===== config.mk =====
export PLATFORM = sky130hd
export DESIGN_NAME = load_store_unit
export DESIGN_NICKNAME = d
export VERILOG_FILES = /design/src/rtl/load_store_unit.sv
export SDC_FILE = /design/constraint.sdc
export NUM_CORES = 1
export LEC_CHECK = 0
export ABC_CLOCK_PERIOD_IN_PS = 7450
export CORE_AREA = 4 4 139 141
export CTS_CLUSTER_SIZE = 14
export DETAILED_ROUTE_END_ITERATION = 8
export DIE_AREA = 0 0 143 145
export GPL_ROUTABILITY_DRIVEN = 0
export GPL_TIMING_DRIVEN = 0
export PLACE_DENSITY = 0.63
export SYNTH_ARGS = -nofsm -noshare
export SYNTH_HDL_FRONTEND = slang
export SYNTH_SLANG_ARGS = --single-unit

===== constraint.sdc =====
create_clock -name clk -period 7.45 [get_ports clk]
set_input_delay 1.49 -clock clk [delete_from_list [all_inputs] [get_ports clk]]
set_output_delay 1.49 -clock clk [all_outputs]
set_load 0.1 [all_outputs]

===== src/rtl/load_store_unit.sv =====
// Load/store unit: RV32I byte/half/word accesses to a word-organised data memory,
// with read-modify-write for sub-word stores and access error detection.
module load_store_unit #(
    parameter int unsigned WORD_ADDR_BITS = 10
) (
    input  logic        clk,
    input  logic        rst,
    input  logic        req_valid,
    output logic        req_ready,
    input  logic        req_we,
    input  logic [2:0]  req_funct3,
    input  logic [31:0] req_addr,
    input  logic [31:0] req_wdata,
    output logic        rsp_valid,
    output logic [31:0] rsp_rdata,
    output logic        rsp_err,
    output logic        mem_we,
    output logic [31:0] mem_a,
    output logic [31:0] mem_wd,
    input  logic [31:0] mem_rd
);

    localparam int unsigned IW = WORD_ADDR_BITS;

    typedef enum logic [1:0] {IDLE, RD, WR, RESP} state_t;

    state_t        state_q, state_d;

    // Latched request fields
    logic          we_q;
    logic [2:0]    f3_q;
    logic [1:0]    lane_q;
    logic [IW-1:0] idx_q;
    logic [15:0]   wdata_q;

    logic          accept;
    logic          acc_err;
    logic [31:0]   load_ext;
    logic [31:0]   merged;

    logic          req_ready_d, rsp_valid_d, rsp_err_d, mem_we_d;
    logic [31:0]   rsp_rdata_d, mem_a_d, mem_wd_d;

    assign accept = (state_q == IDLE) && req_valid;

    // Access error classification on the incoming request
    always_comb begin
        logic misaligned, illegal, out_of_range;
        misaligned   = ((req_funct3[1:0] == 2'd1) && req_addr[0]) ||
                       ((req_funct3[1:0] == 2'd2) && (req_addr[1:0] != 2'b00));
        illegal      = req_we ? (req_funct3 > 3'd2)
                              : ((req_funct3 == 3'd3) || (req_funct3 == 3'd6) || (req_funct3 == 3'd7));
        out_of_range = ((req_addr >> (IW + 2)) != 32'd0);
        acc_err      = misaligned || illegal || out_of_range;
    end

    // Load alignment and sign/zero extension from the memory word
    always_comb begin
        logic [31:0] shifted;
        shifted = mem_rd >> {lane_q, 3'b000};
        case (f3_q)
            3'd0:    load_ext = {{24{shifted[7]}}, shifted[7:0]};
            3'd1:    load_ext = {{16{shifted[15]}}, shifted[15:0]};
            3'd4:    load_ext = {24'd0, shifted[7:0]};
            3'd5:    load_ext = {16'd0, shifted[15:0]};
            default: load_ext = shifted;
        endcase
    end

    // Sub-word store merge into the word just read
    always_comb begin
        merged = mem_rd;
        if (f3_q[0]) merged[{lane_q[1], 4'b0000} +: 16] = wdata_q;
        else         merged[{lane_q, 3'b000} +: 8]      = wdata_q[7:0];
    end

    // State register
    always_ff @(posedge clk or negedge rst) begin
        if (!rst) state_q <= IDLE;
        else      state_q <= state_d;
    end

    // Next state and next output values
    always_comb begin
        state_d     = state_q;
        rsp_valid_d = 1'b0;
        rsp_err_d   = 1'b0;
        rsp_rdata_d = rsp_rdata;
        mem_we_d    = 1'b0;
        mem_a_d     = 32'd0;
        mem_wd_d    = 32'd0;
        case (state_q)
            IDLE: begin
                if (req_valid) begin
                    if (acc_err) begin
                        state_d     = RESP;
                        rsp_valid_d = 1'b1;
                        rsp_err_d   = 1'b1;
                        rsp_rdata_d = 32'd0;
                    end else if (req_we && (req_funct3 == 3'd2)) begin
                        state_d  = WR;
                        mem_we_d = 1'b1;
                        mem_a_d  = 32'(req_addr[IW+1:2]);
                        mem_wd_d = req_wdata;
                    end else begin
                        state_d = RD;
                        mem_a_d = 32'(req_addr[IW+1:2]);
                    end
                end
            end
            RD: begin
                if (we_q) begin
                    state_d  = WR;
                    mem_we_d = 1'b1;
                    mem_a_d  = 32'(idx_q);
                    mem_wd_d = merged;
                end else begin
                    state_d     = RESP;
                    rsp_valid_d = 1'b1;
                    rsp_rdata_d = load_ext;
                end
            end
            WR: begin
                state_d     = RESP;
                rsp_valid_d = 1'b1;
                rsp_rdata_d = 32'd0;
            end
            default: state_d = IDLE;
        endcase
        req_ready_d = (state_d == IDLE);
    end

    // Registered outputs
    always_ff @(posedge clk or negedge rst) begin
        if (!rst) begin
            req_ready <= 1'b1;
            rsp_valid <= 1'b0;
            rsp_err   <= 1'b0;
            rsp_rdata <= 32'd0;
            mem_we    <= 1'b0;
            mem_a     <= 32'd0;
            mem_wd    <= 32'd0;
        end else begin
            req_ready <= req_ready_d;
            rsp_valid <= rsp_valid_d;
            rsp_err   <= rsp_err_d;
            rsp_rdata <= rsp_rdata_d;
            mem_we    <= mem_we_d;
            mem_a     <= mem_a_d;
            mem_wd    <= mem_wd_d;
        end
    end

    // Request latch on accept
    always_ff @(posedge clk or negedge rst) begin
        if (!rst) begin
            we_q    <= 1'b0;
            f3_q    <= 3'd0;
            lane_q  <= 2'd0;
            idx_q   <= '0;
            wdata_q <= 16'd0;
        end else if (accept) begin
            we_q    <= req_we;
            f3_q    <= req_funct3;
            lane_q  <= req_addr[1:0];
            idx_q   <= req_addr[IW+1:2];
            wdata_q <= req_wdata[15:0];
        end
    end

endmodule

==> run_results.csv <==
group,metric,value,unit
cts,cts_setup_buffers,0,
layout,final_cells,1073,
power,total_leakage_power,3.86,nW
status,outcome,"finished clean",
sta,hold_viol_final,0,
worst_setup_path,path_depth,1,
cts,clock_path_buffers,2,
cts,cts_hold_buf,0,
global_route,grt_pass1_wl,31.7,mm
worst_setup_path,critPathCaptureType,"primary output",
power,switching_power,2.15,mW
global_route,antenna_found_initial,0,
sta,drv_slew,0,
power,pwr-share-clk,0.119,
place,io_buffers,180,
route,wl_met1,9.13,mm
synthesis,ys.flop_type,"dfrtp_1",
place,dp_cells,1057,
synthesis,yosysSeqAreaShare,0.451,
sta,finalCriticalPeriod,3.50,ns
global_route,grt_max_degree,71,
layout,antenna_cells,0,
min_path,hp-class,"reg -> reg",
floorplanning,start_util,0.346,
flow_run,max-cap-violations,0,
place,dp_hpwl,15.9,mm
power,irDropWorstVdd,0.328,mV
worst_setup_path,required,5.96,ns
worst_setup_path,cp_cell_sequence,"clkdlybuf4s50_1",
floorplanning,die_h,145,um
route,wl_met3,1.63,mm
cts,clk_pin_slew,0.08,ns
route,highest_layer,"met4",
worst_setup_path,cp_max_fo,1,
sta,tns,0,ns
floorplanning,dieArea,20700,um^2
cts,cts_buffers,9,
worst_setup_path,worstSetupStartpoint,"req_ready$_DFF_PN1_",
power,p_int,1.79,mW
sta,rsz0062_at_grt,"false",
global_route,grt_usage,0.195,
synthesis,yosysWarnings,0,
route,avgRoutedWirePerCell,19.4,um
route,dr_wl_met2,9.57,mm
cts,cts-root-buf,"clkbuf_16",
power,switching_share,0.546,
synthesis,synth.distinct_cells,52,
worst_setup_path,worst_setup_path_start_kind,"flop",
worst_setup_path,critical_path.top_delay_family,"buffers and inverters",
worst_setup_path,reg2reg_from,"lane_q[1]$_DFFE_PN0P_",
global_route,grt_pass1_vias,5623,
floorplanning,io_pins,203,
sta,tightest_slew,1.02,ns
power,pwr-share-comb,0.635,
floorplanning,floorplan.die.width,143,um
sta,maxClockFrequency,0.286,GHz
sta,setup_viol,0,
route,drt_iter0_drc,479,
layout,drive_above_1_share,0.0972,
cts,h-tree-depth,3,
worst_setup_path,crit_end,"req_ready",
worst_setup_path,critPathBufInv,1,
layout,final_nets,952,
route,totalWireLength,20.8,mm
floorplanning,row_count,49,
cts,cts.sinks,112,
layout,syn_to_final_growth,39.9,%
synthesis,synth_seq_cells,112,
route,vias_per_cell,5.34,
global_route,gr-total-overflow,0,
worst_setup_path,crit_arrival,2.01,ns
power,power.density,453,nW/um^2
cts,tritoncts,"done",
worst_setup_path,rr_worst_depth,8,
worst_setup_path,rrSetupSlack,4.14,ns
worst_setup_path,critPathMaxStageDelay,1.13,ns
synthesis,netlist_area,6210,um^2
route,first_pass_iters,6,
sta,fin_crit_sh,0.469,
synthesis,synth_edf_count,0,
synthesis,synth_cells,626,
cts,worstSkewPairLatency,0.36,ns
sta,finClkSkew,0.0144,ns
cts,cts_resized,0,
floorplanning,core_area,18000,um^2
route,ant_nets,0,
route,route.vias.total,5732,
synthesis,synthArstFlopShare,1.00,
worst_setup_path,cp_slowest_cell,"clkdlybuf4s50_1",
power,p_seq_frac,0.247,
worst_setup_path,crit_type,"reg -> out",
worst_setup_path,worstReg2RegEnd,"mem_wd[8]$_DFF_PN0_",
sta,relSlewSlack,0.315,
synthesis,syn_avg_cell_area,9.93,um^2
route,drc,0,
## metal layers
layer / vias up / GRT usage
li1: 2645 / -
met1: 2773 / 0.270
met2: 278 / 0.306
met5: - / 0
met4: 0 / 0.0585
met3: 36 / 0.0421
## power by group through the flow
stage	Sequential [mW]	Combinational, mW	Clock, mW
2_1_floorplan	1.80	1.01	0
3_3_place_gp	0.982	2.48	0
3_5_place_dp	0.981	2.49	0
4_1_cts	0.974	2.50	0.481
5_1_grt	0.999	2.65	0.502
6_report	0.973	2.50	0.467
## stage by stage
stage	total power, mW	instance area [um^2]	util	hold WS, ns	worst slack, ns
2_1_floorplan	2.81	6290	-	0.446	4.50
3_3_place_gp	3.46	8380	0.467	0.457	0.436
3_5_place_dp	3.48	8410	0.468	0.467	3.71
4_1_cts	3.95	8690	0.484	0.485	3.93
5_1_grt	4.15	8690	0.484	0.507	3.91
6_report	3.94	8690	0.484	0.479	3.95
## layout make-up
type	count	area [um^2]
inverter	19	71.3
tap	229	287
fill	1721	9270
clock inverter	5	40.0
timing repair buffer	181	1830
sequential	112	2800
multi-input combinational	446	3040
buffer	70	383
clock buffer	11	243
## cell usage after synthesis (2+ instances only)
| library cell | n | area share |
|---|---|---|
| a22o_1 | 39 | 0.055 |
| ha_1 | 10 | 0.020 |
| a221oi_1 | 23 | 0.032 |
| o21ai_0 | 16 | 0.013 |
| inv_1 | 16 | 0.0097 |
| nor3_1 | 4 | 0.0032 |
| dfrtp_1 | 111 | 0.45 |
| a221o_1 | 7 | 0.011 |
| o221ai_1 | 8 | 0.011 |
| nand2_1 | 141 | 0.085 |
| buf_2 | 12 | 0.0097 |
| mux2_4 | 2 | 0.0048 |
| a21boi_0 | 8 | 0.0097 |
| nand2b_1 | 8 | 0.0081 |
| clkbuf_1 | 27 | 0.016 |
| o2bb2ai_1 | 2 | 0.0028 |
| nor2_1 | 2 | 0.0012 |
| buf_6 | 2 | 0.0036 |
| nand3_1 | 14 | 0.011 |
| nor2b_1 | 2 | 0.0020 |
| buf_1 | 5 | 0.0030 |
| a32o_1 | 17 | 0.027 |
| clkinv_1 | 3 | 0.0018 |
| buf_4 | 24 | 0.029 |
| nor4_1 | 5 | 0.0050 |
| a22oi_1 | 3 | 0.0036 |
| and2_1 | 2 | 0.0020 |
| mux2i_1 | 50 | 0.081 |
| mux2_2 | 15 | 0.027 |
| a21oi_1 | 26 | 0.021 |
## worst register-to-register path: cells and delay by family (launching register included)
| family | cells | cell delay (ns) |
|---|---|---|
| flip-flops | 1 | 0.48 |
| AO/OA/AOI/OAI | 3 | 0.57 |
| AND/OR/NAND/NOR | 1 | 0.86 |
| adder cells (fa/ha/maj) | 1 | 0.50 |
| buffers and inverters | 3 | 0.85 |
## logic make-up after synthesis
kind of cell,synth area share
XOR/XNOR,0.00141
adder cells (fa/ha/maj),0.0201
AO/OA/AOI/OAI,0.207
other,0.000603
buffers and inverters,0.0731
flip-flops,0.451
AND/OR/NAND/NOR,0.134
multiplexers,0.113
## worst min path at each step
stage | start | to | slack, ns | cells after the start
finish | idx_q[1]$_DFFE_PN0P_ | idx_q[1]$_DFFE_PN0P_ | 0.48 | 2
global route | idx_q[3]$_DFFE_PN0P_ | idx_q[3]$_DFFE_PN0P_ | 0.51 | 2
CTS | idx_q[8]$_DFFE_PN0P_ | idx_q[8]$_DFFE_PN0P_ | 0.49 | 2
detailed placement | idx_q[1]$_DFFE_PN0P_ | idx_q[1]$_DFFE_PN0P_ | 0.47 | 2
global placement | idx_q[2]$_DFFE_PN0P_ | idx_q[2]$_DFFE_PN0P_ | 0.46 | 2
floorplan | idx_q[0]$_DFFE_PN0P_ | idx_q[0]$_DFFE_PN0P_ | 0.45 | 2
## cells in the final DEF (no fill, tap or decap), types with 3 or more instances in the layout
master,count
a221o_1,7
buf_2,12
dfrtp_1,111
buf_6,3
o221ai_1,8
a221oi_1,23
mux2_2,15
nand3_1,14
a22o_1,39
conb_1,22
o21ai_0,16
clkbuf_1,28
clkinvlp_4,3
clkinv_1,3
nor4_1,5
a21boi_0,8
a22oi_1,3
ha_1,10
nor3_1,4
nand2_1,141
buf_1,5
clkbuf_16,9
nand2b_1,8
clkdlybuf4s50_1,179
buf_4,24
a21oi_1,26
a32o_1,17
inv_1,16
mux2i_1,50
## sequential cells by signal, indices dropped and copies added (netlist names)
register / flops
rsp_valid: 1
we_q: 1
state_q: 2
rsp_err: 1
idx_q: 10
mem_we: 1
mem_a: 10
mem_wd: 32
lane_q: 2
wdata_q: 16
rsp_rdata: 32
f3_q: 3
req_ready: 1
Note: power is estimated with default switching activity, not from simulation.
